File: src/rtl/alu_muldiv_unit_if.sv
// Handshake/bus bundle for alu_muldiv_unit.
//   Upstream request : in_valid, in_ready, op, a, b
//   Downstream result: out_valid, out_ready, result, overflow, div_by_zero
//   Status           : busy
// The master modport is the side that issues requests and consumes results
// (decode/writeback); the slave modport is the multiply/divide unit.
interface alu_muldiv_unit_if #(
  parameter int WIDTH = 16
);
  logic             in_valid;
  logic             in_ready;
  logic [1:0]       op;
  logic [WIDTH-1:0] a;
  logic [WIDTH-1:0] b;
  logic             out_valid;
  logic             out_ready;
  logic [WIDTH-1:0] result;
  logic             overflow;
  logic             div_by_zero;
  logic             busy;

  modport master (
    output in_valid, op, a, b, out_ready,
    input  in_ready, out_valid, result, overflow, div_by_zero, busy
  );

  modport slave (
    input  in_valid, op, a, b, out_ready,
    output in_ready, out_valid, result, overflow, div_by_zero, busy
  );
endinterface

File: src/rtl/alu_muldiv_unit.sv
// Sequential multiply/divide issue stage.
//   Captures a request (op, a, b), converts signed operands to magnitudes,
//   runs the combinational Multiplication array (MUL) or an internal
//   restoring divider (DIV/REM, one quotient bit per cycle), re-applies the
//   sign, computes overflow/divide-by-zero and holds the result until the
//   downstream stage accepts it.
// Ports:
//   clk, rst_n  : clock, synchronous active-low reset
//   bus (slave) : in_valid/in_ready/op/a/b request handshake,
//                 out_valid/out_ready/result/overflow/div_by_zero result
//                 handshake, busy status
// op: 00 MUL signed, 01 MUL unsigned, 10 DIV signed, 11 REM signed.
// Optional feature macro: MULDIV_ZERO_SKIP_EN (zero-operand short path).

// Combinational multiplier array: low l bits of the product plus a flag
// when the full product does not fit in l bits.
module Multiplication #(
  parameter int l = 16
) (
  input  logic [l-1:0] A,
  input  logic [l-1:0] B,
  output logic [l-1:0] R1,
  output logic         Overflow
);
  logic [2*l-1:0] full;

  assign full     = {{l{1'b0}}, A} * {{l{1'b0}}, B};
  assign R1       = full[l-1:0];
  assign Overflow = |full[2*l-1:l];
endmodule

module alu_muldiv_unit #(
  parameter int WIDTH = 16
) (
  input  logic              clk,
  input  logic              rst_n,
  alu_muldiv_unit_if.slave  bus
);
  localparam int CNT_W = (WIDTH > 1) ? $clog2(WIDTH) : 1;
  localparam logic [WIDTH-1:0] HALF = {1'b1, {(WIDTH-1){1'b0}}};

  typedef enum logic [2:0] {
    S_IDLE,
    S_PREP,
    S_EXEC,
    S_FIX,
    S_DONE
  } state_t;

  state_t state_q, state_d;

  logic [1:0]       op_q;
  logic [WIDTH-1:0] a_q, b_q;
  logic [WIDTH-1:0] mag_a_q, mag_b_q;
  logic             sign_q;
  logic [WIDTH-1:0] prod_q;
  logic             arr_ovf_q;
  logic [WIDTH-1:0] quo_q, rem_q;
  logic [CNT_W-1:0] cnt_q;
  logic             zero_q;
  logic [WIDTH-1:0] result_q;
  logic             ovf_q, dbz_q;

  // Operand decode on the captured request
  logic             is_div, is_signed, b_zero, zero_skip;
  logic [WIDTH-1:0] mag_a, mag_b;
  logic             sign_res;

  assign is_div    = op_q[1];
  assign is_signed = (op_q != 2'b01);
  assign b_zero    = (b_q == '0);
  assign mag_a     = (is_signed && a_q[WIDTH-1]) ? -a_q : a_q;
  assign mag_b     = (is_signed && b_q[WIDTH-1]) ? -b_q : b_q;
  assign sign_res  = (op_q == 2'b11) ? a_q[WIDTH-1]
                   : (is_signed ? (a_q[WIDTH-1] ^ b_q[WIDTH-1]) : 1'b0);

`ifdef MULDIV_ZERO_SKIP_EN
  assign zero_skip = is_div ? ((a_q == '0) && !b_zero) : ((a_q == '0) || b_zero);
`else
  assign zero_skip = 1'b0;
`endif

  // Multiplier array on the magnitudes
  logic [WIDTH-1:0] mul_r1;
  logic             mul_ovf;

  Multiplication #(.l(WIDTH)) u_mul (
    .A        (mag_a_q),
    .B        (mag_b_q),
    .R1       (mul_r1),
    .Overflow (mul_ovf)
  );

  // One restoring-division step: shift next dividend bit into the partial
  // remainder and subtract the divisor if it fits.
  logic [WIDTH:0] rem_sh, trial;
  logic           fits;

  assign rem_sh = {rem_q, quo_q[WIDTH-1]};
  assign trial  = rem_sh - {1'b0, mag_b_q};
  assign fits   = !trial[WIDTH];

  // Result fix-up: sign re-application and flags
  logic [WIDTH-1:0] raw, fix_result;
  logic             fix_ovf, fix_dbz;

  always_comb begin
    raw        = is_div ? (op_q[0] ? rem_q : quo_q) : prod_q;
    fix_result = sign_q ? -raw : raw;
    fix_ovf    = 1'b0;
    fix_dbz    = 1'b0;
    if (zero_q) begin
      fix_result = '0;
    end else if (is_div && b_zero) begin
      fix_result = op_q[0] ? a_q : '1;
      fix_dbz    = 1'b1;
    end else begin
      case (op_q)
        2'b00:   fix_ovf = arr_ovf_q | (!sign_q && (prod_q >= HALF))
                                     | (sign_q && (prod_q > HALF));
        2'b01:   fix_ovf = arr_ovf_q;
        2'b10:   fix_ovf = (a_q == HALF) && (b_q == '1);
        default: fix_ovf = 1'b0;
      endcase
    end
  end

  always_ff @(posedge clk) begin
    if (!rst_n) state_q <= S_IDLE;
    else        state_q <= state_d;
  end

  // Zero-skip requests are routed through FIX (with zero_q forcing the
  // value) so they land on the same 2-cycle latency as divide-by-zero.
  always_comb begin
    state_d = state_q;
    case (state_q)
      S_IDLE: if (bus.in_valid) state_d = S_PREP;
      S_PREP: begin
        if (zero_skip || (is_div && b_zero)) state_d = S_FIX;
        else                                 state_d = S_EXEC;
      end
      S_EXEC: if (!is_div || (cnt_q == '0)) state_d = S_FIX;
      S_FIX:  state_d = S_DONE;
      S_DONE: if (bus.out_ready) state_d = S_IDLE;
      default: state_d = S_IDLE;
    endcase
  end

  always_ff @(posedge clk) begin
    if (!rst_n) begin
      op_q      <= '0;
      a_q       <= '0;
      b_q       <= '0;
      mag_a_q   <= '0;
      mag_b_q   <= '0;
      sign_q    <= 1'b0;
      prod_q    <= '0;
      arr_ovf_q <= 1'b0;
      quo_q     <= '0;
      rem_q     <= '0;
      cnt_q     <= '0;
      zero_q    <= 1'b0;
      result_q  <= '0;
      ovf_q     <= 1'b0;
      dbz_q     <= 1'b0;
    end else begin
      case (state_q)
        S_IDLE: begin
          if (bus.in_valid) begin
            op_q  <= bus.op;
            a_q   <= bus.a;
            b_q   <= bus.b;
            ovf_q <= 1'b0;
            dbz_q <= 1'b0;
          end
        end
        S_PREP: begin
          mag_a_q <= mag_a;
          mag_b_q <= mag_b;
          sign_q  <= sign_res;
          quo_q   <= mag_a;
          rem_q   <= '0;
          cnt_q   <= CNT_W'(WIDTH - 1);
          zero_q  <= zero_skip;
        end
        S_EXEC: begin
          if (!is_div) begin
            prod_q    <= mul_r1;
            arr_ovf_q <= mul_ovf;
          end else begin
            rem_q <= fits ? trial[WIDTH-1:0] : rem_sh[WIDTH-1:0];
            quo_q <= {quo_q[WIDTH-2:0], fits};
            cnt_q <= cnt_q - 1'b1;
          end
        end
        S_FIX: begin
          result_q <= fix_result;
          ovf_q    <= fix_ovf;
          dbz_q    <= fix_dbz;
        end
        default: ;
      endcase
    end
  end

  assign bus.in_ready    = (state_q == S_IDLE);
  assign bus.out_valid   = (state_q == S_DONE);
  assign bus.busy        = (state_q != S_IDLE);
  assign bus.result      = result_q;
  assign bus.overflow    = ovf_q;
  assign bus.div_by_zero = dbz_q;
endmodule

File: src/flat_wrapper.sv
// flat-port wrapper written by rule: the top's interface ports become plain ports
module alu_muldiv_unit_flat 
#(
  parameter int WIDTH = 16
)
  (clk, rst_n, bus_in_valid, bus_op, bus_a, bus_b, bus_out_ready, bus_in_ready, bus_out_valid, bus_result, bus_overflow, bus_div_by_zero, bus_busy);
  alu_muldiv_unit_if #(.WIDTH(WIDTH)) bus_i ();
  input  logic clk;
  input  logic rst_n;
  input wire logic [$bits(bus_i.in_valid)-1:0] bus_in_valid;
  input wire logic [$bits(bus_i.op)-1:0] bus_op;
  input wire logic [$bits(bus_i.a)-1:0] bus_a;
  input wire logic [$bits(bus_i.b)-1:0] bus_b;
  input wire logic [$bits(bus_i.out_ready)-1:0] bus_out_ready;
  output wire logic [$bits(bus_i.in_ready)-1:0] bus_in_ready;
  output wire logic [$bits(bus_i.out_valid)-1:0] bus_out_valid;
  output wire logic [$bits(bus_i.result)-1:0] bus_result;
  output wire logic [$bits(bus_i.overflow)-1:0] bus_overflow;
  output wire logic [$bits(bus_i.div_by_zero)-1:0] bus_div_by_zero;
  output wire logic [$bits(bus_i.busy)-1:0] bus_busy;
  assign bus_i.in_valid = bus_in_valid;
  assign bus_i.op = bus_op;
  assign bus_i.a = bus_a;
  assign bus_i.b = bus_b;
  assign bus_i.out_ready = bus_out_ready;
  assign bus_in_ready = bus_i.in_ready;
  assign bus_out_valid = bus_i.out_valid;
  assign bus_result = bus_i.result;
  assign bus_overflow = bus_i.overflow;
  assign bus_div_by_zero = bus_i.div_by_zero;
  assign bus_busy = bus_i.busy;
  alu_muldiv_unit #(.WIDTH(WIDTH)) u_core (.clk(clk), .rst_n(rst_n), .bus(bus_i));
endmodule
File: config.mk
export PLATFORM = sky130hd
export DESIGN_NAME = alu_muldiv_unit_flat
export DESIGN_NICKNAME = d
export VERILOG_FILES = /design/src/rtl/alu_muldiv_unit_if.sv /design/src/rtl/alu_muldiv_unit.sv /design/src/flat_wrapper.sv
export SDC_FILE = /design/constraint.sdc
export NUM_CORES = 1
export LEC_CHECK = 0
export CORE_UTILIZATION = 40
export CTS_BUF_LIST = sky130_fd_sc_hd__clkbuf_16
export DETAILED_ROUTE_END_ITERATION = 8
export GPL_TIMING_DRIVEN = 0
export PLACE_DENSITY = 0.59
export SETUP_SLACK_MARGIN = 0.5
export SLEW_MARGIN = 15
export SYNTH_ARGS = -nofsm -noshare
export SYNTH_HDL_FRONTEND = slang
export SYNTH_SLANG_ARGS = --single-unit
File: constraint.sdc
create_clock -name clk -period 6.7 [get_ports clk]
set_input_delay 0.67 -clock clk [delete_from_list [all_inputs] [get_ports clk]]
set_output_delay 0.67 -clock clk [all_outputs]
set_load 0.05 [all_outputs]
---- Word-level counts from Yosys, hierarchy flattened ----
Cells that the tools add are included.
storage, ports and cells
  logic and storage cells ................. 91
  input port bits ......................... 38
  bits in registers ....................... 141
cells by class
  multipliers ............................. 1
  mux-type cells .......................... 27
  equality and inequality tests ........... 14
  bitwise gates (word level) .............. 4
  $add $sub $neg .......................... 5
  reduce and logical (&&, ||, !) cells .... 23
  $lt $le $gt $ge ......................... 2
operator list
  cell                                                             number
  16-bit 2-to-1 mux                                                10
  16-bit one-hot mux with 2 select lines                           2
  16-bit negation                                                  3
  16-bit == test, second input constant                            2
  16-bit by 16-bit multiplier with 32-bit output                   1
  17-bit by 16-bit subtractor with 17-bit output                   1
  16-bit greater-or-equal comparator, second input constant        1
  16-bit greater-than comparator, second input constant            1
  16-bit logical NOT                                               1
  16-bit OR reduction                                              1
  3-bit one-hot mux with 5 select lines                            1
  3-bit 2-to-1 mux                                                 3
  4-bit one-hot mux with 2 select lines                            1
  2-bit AND reduction                                              4
  3-bit by 2-bit == test with 1-bit output, second input constant  2
  1-bit logical AND                                                6
  1-bit 2-to-1 mux                                                 6
  2-bit by 1-bit != test with 1-bit output, second input constant  3
  2-bit == test, second input constant                             2
  4-bit logical NOT                                                1
  4-bit 2-to-1 mux                                                 1
  2-bit != test, second input constant                             2
  1-bit one-hot mux with 2 select lines                            2
  2-bit nonzero test                                               2
  other kinds (14)                                                 17

---- Longest topological paths before layout ----
  word-level depth ........................ 7
  mapped depth ............................ 24
  depth with buffers taken out ............ 23

---- Hierarchy ----
Synthesis repeated with hierarchy kept, for this count alone.
unflattened totals
  cell total of the unflattened synthesis .. 1,894
  area total of the unflattened synthesis .. 15,974.1 um2
by module, submodules not included
  module           area an instance (um2)  times used  cells each
  Multiplication   8,514.4                 1           983
  alu_muldiv_unit  7,459.7                 1           911

---- Least setup slack after synthesis ----
Ideal clock, no wire load.
  path kind ............................... register -> register
  from .................................... register u_core.mag_a_q[8]
  to ...................................... register u_core.arr_ovf_q
  setup time .............................. 0.127 ns
  arrival time ............................ 6.165 ns
  cell stages (with the launch flop) ...... 22
  setup slack ............................. 0.408 ns
  cells stage by stage .................... dfxtp_1 -> clkbuf_1 -> clkbuf_1 -> nand2_1 -> fa_1 -> fa_1 -> fa_1 -> fa_1 -> fa_1 -> inv_1 -> fa_1 -> ha_1 -> buf_4 -> a21oi_2 -> o21ai_2 -> a222oi_1 -> nand2_1 -> or4_4 -> a2111oi_4 -> o211ai_1 -> nor4_2 -> a21oi_1
between the ends
  longest elaborated chain between the ends .. 2
RTL lines
  what                                            line                    RTL
  start, declared                                 alu_muldiv_unit.sv:54   logic [WIDTH-1:0] mag_a_q, mag_b_q;
  start signal, assigned                          alu_muldiv_unit.sv:179  mag_a_q <= mag_a;
  16-bit by 16-bit multiplier with 32-bit output  alu_muldiv_unit.sv:27   assign full = {{l{1'b0}}, A} * {{l{1'b0}}, B};
  16-bit OR reduction                             alu_muldiv_unit.sv:29   assign Overflow = |full[2*l-1:l];
  end signal, assigned                            alu_muldiv_unit.sv:190  arr_ovf_q <= mul_ovf;
  end, declared                                   alu_muldiv_unit.sv:57   logic arr_ovf_q;
No other way between the ends.
A chain may end at the register's enable or synchronous reset.

---- Worst setup path in the final report ----
  from .................................... register u_core.mag_a_q[0]
  to ...................................... register u_core.arr_ovf_q
The elaborated chain is that of the path after synthesis.

==> results.ini <==
[critical_path]
r2r_start = u_core.mag_a_q[0]$_SDFFE_PN0P_
cp_max_fo = 10
crit_type = reg2reg
cp-start-kind = flip-flop
regToRegEndpoint = u_core.arr_ovf_q$_SDFFE_PN0P_
crit_chain = clkbuf_4 -> nand2_1 -> fa_1 -> fa_1 -> fa_1 -> fa_1 -> fa_1 -> inv_1 -> fa_1 -> ha_2 -> buf_6 -> nand4_1 -> a21oi_1 -> o21a_1 -> o21ai_1 -> or4_4 -> a2111oi_4 -> o211ai_1 -> nor4_2 -> a21oi_2
worstPathRequired_ns = 6.99
reg2reg_depth = 20
cp-end-kind = flip-flop
critical_path_arrival_ns = 6.72
cpMaxStageDelayCell = fa_1
regToRegSetupSlack_ns = 0.27
cp_common_cell = fa_1
critPathMaxStageDelay_ns = 0.55

[logic_synthesis]
synth_ff_type = dfxtp_1
synth_edf_count = 0
yosys.area.top_type = fa_1
avgSynthCellArea_sq_um = 8.28
mappedNetlistNets = 2303
synthArstFlopShare_pct = 0
ys_top_cells_by_count = 349 x nand2_1, 221 x inv_1, 195 x fa_1
synth_area_leaders = fa_1 24%, dfxtp_1 18%, ha_1 9.7%
synth_seq_cells = 141
syn_inst = 1945
synth_top_cell_area_share_pct = 24.2
ys_seq_area_share_pct = 17.5
synth_cell_type_count = 77
synth.most_common_cell = nand2_1
ys.warnings.count = 0
syn_area_sq_um = 16100

[clocking]
clock_sink_count = 141
numCtsBuffers = 17
h-tree-depth = 4
clkTransAtPathRegs_ns = 0.07
cts_buffer_depth = 2
clockRootBuffer = clkbuf_16
cts_tree = done
ctsHoldBuffers = 0
clock_latency_ns = 0.43

[timing]
slew_headroom_pct = 45.2
hold_viol_final = 0
rsz0062_at_grt = true
setup_viol = 0
fmax_ghz = 0.156
tns_ns = 0
finClkSkew_ns = 0.0136
finalMaxSlewViolations = 0
period_needed_ns = 6.43
worst_pin_slew_ns = 0.819
post-route-period-util_pct = 95.9

[power]
power_frac_comb_pct = 45.8
seqPwrFrac_pct = 28.2
clkPwrFrac_pct = 26.1
switching_share_pct = 41.1
p_leak_nw = 7.97
power_switching_w = 0.00146
power_density_nw_per_um2 = 185
p_int_w = 0.00210
irDropWorstVdd_mv = 0.152

[global_routing]
grt_pass1_vias = 13700
grt_pass1_wl_mm = 75.8
track_usage_pct = 23.7
use_met3_pct = 3.45
met1_usage_pct = 32.1
antenna_found_initial = 1
grtUsageMet2_pct = 39.4
grt_remaining_overflow = 0
grt_max_degree = 17
grt_busiest_layer = met2

[outcome]
outcome = completed

[hold_path]
min_to = u_core.bus.result[2]$_SDFFE_PN0P_
hold_class = reg2reg
hold_depth = 2
min_from = u_core.bus.result[2]$_SDFFE_PN0P_

[die]
die_area_sq_um = 41100
die_y_um = 203
die_w_um = 203
initial_core_util_pct = 40.5
coreArea_sq_um = 39700
rows = 73
ios = 59

[finish]
syn2layout_area_growth_pct = 19.5
final_cell_area_sq_um = 19200
nNetsFinal = 2438
drive_above_1_share_pct = 11.4
antenna_cells = 0

[routing]
num_vias = 14200
drt_iter0_drc = 1183
dr.pass1.iters = 5
ant_nets = 0
drc_errors = 0
routed_wl_mm = 49.0
routed_via_density = 5.44
post_drt_wl_per_cell_um = 18.7

[placed_design]
dp_hpwl_mm = 38.5
gp_congestion = 0.932
place_area_sq_um = 17400
port_buffers = 58

[flow_run]
cap_violations = 0

[metal layers]
metal	wire, um	vias up
met5	0	-
met2	23100	523
met4	1190	0
met1	21600	6959
met3	3170	69
li1	-	6678
[state kept, by name (all words and copies together) (netlist names)]
signal,cells
u_core.quo_q,16
u_core.state_q,3
u_core.mag_b_q,16
u_core.arr_ovf_q,1
u_core.sign_q,1
u_core.bus.div_by_zero,1
u_core.op_q,2
u_core.prod_q,16
u_core.mag_a_q,16
u_core.cnt_q,4
u_core.bus.overflow,1
u_core.a_q,16
u_core.b_q,16
u_core.bus.result,16
u_core.rem_q,16
[worst max-delay path: cells and delay by family (launching register included)]
| kind | cells | cell delay [ns] |
|---|---|---|
| adders and majority gates | 7 | 3.19 |
| and+or+nand+nor | 4 | 1.15 |
| AOI/OAI and AO/OA | 6 | 0.97 |
| DFF | 1 | 0.50 |
| buffers and inverters | 3 | 0.47 |
[cells in the final DEF, fill, tap and decap left out, drive strengths merged, types with 22 or more instances in the layout]
cell type	synthesis	final
xor2	22	22
fa	195	195
clkbuf	90	76
dfxtp	141	141
a21boi	24	24
buf	17	106
o21ai	69	69
o211a	28	28
nor2	99	99
and2	114	114
mux2i	29	29
a211oi	28	28
xnor2	45	45
nand2	349	349
a21oi	128	128
clkdlybuf4s50	0	58
inv	222	230
ha	125	125
[repair_timing]
| action | CTS | global route |
|---|---|---|
| resized for setup | 129 | 156 |
| pin swaps | 4 | 44 |
| hold endpoints to repair | 0 | 0 |
| cloned | 0 | 1 |
| setup endpoints to repair | 4 | 1 |
| setup buffers | 6 | 51 |
[metrics by stage]
| step | cells | utilization, % | power (W) | setup slack, ns | hold WS (ns) |
|---|---|---|---|---|---|
| 2_1_floorplan | 1945 | - | 0.00196 | 0.500 | 0.454 |
| 3_3_place_gp | 2528 | 43.7 | 0.00237 | -1.11 | 0.456 |
| 3_5_place_dp | 2528 | 43.7 | 0.00239 | -1.16 | 0.455 |
| 4_1_cts | 2566 | 46.2 | 0.00337 | 0.0406 | 0.466 |
| 5_1_grt | 2618 | 48.4 | 0.00377 | 0.100 | 0.507 |
| 6_report | 2618 | 48.4 | 0.00356 | 0.272 | 0.465 |
[power groups by stage]
stage               clock, W  combinational [W]  sequential (W)
global placement           0            0.00135         0.00102
floorplan                  0           0.000967        0.000990
CTS                 0.000933            0.00142         0.00101
detailed placement         0            0.00136         0.00102
finish              0.000928            0.00163         0.00100
global route        0.000983            0.00178         0.00101
[final cells by class]
cell class,instances,area (sq um)
Clock buffer,17,425
Inverter,223,837
Fill cell,3838,20500
Clock inverter,15,140
Multi-Input combinational cell,1474,12400
Buffer,107,840
Sequential cell,141,2890
Timing Repair Buffer,116,1060
Tap cell,525,657
[cells by family after synthesis]
logic type / share of synthesized area [%]
flip-flops: 17.5
AO/OA/AOI/OAI: 15.2
adder cells (fa/ha/maj): 34.0
multiplexers: 2.01
XOR/XNOR: 3.64
buffers and inverters: 7.84
AND/OR/NAND/NOR: 19.9
[how the worst max path moves through the flow]
stage	startpoint	end	cells past startpoint
after floorplan	u_core.mag_a_q[8]$_SDFFE_PN0P_	u_core.arr_ovf_q$_SDFFE_PN0P_	21
after global placement	u_core.mag_b_q[1]$_SDFFE_PN0P_	u_core.arr_ovf_q$_SDFFE_PN0P_	20
after detailed placement	u_core.mag_b_q[1]$_SDFFE_PN0P_	u_core.arr_ovf_q$_SDFFE_PN0P_	20
after CTS	u_core.mag_a_q[7]$_SDFFE_PN0P_	u_core.arr_ovf_q$_SDFFE_PN0P_	21
after global routing	u_core.mag_b_q[8]$_SDFFE_PN0P_	u_core.arr_ovf_q$_SDFFE_PN0P_	21
final	u_core.mag_a_q[0]$_SDFFE_PN0P_	u_core.arr_ovf_q$_SDFFE_PN0P_	20
Power figures use the tool's default switching activity.
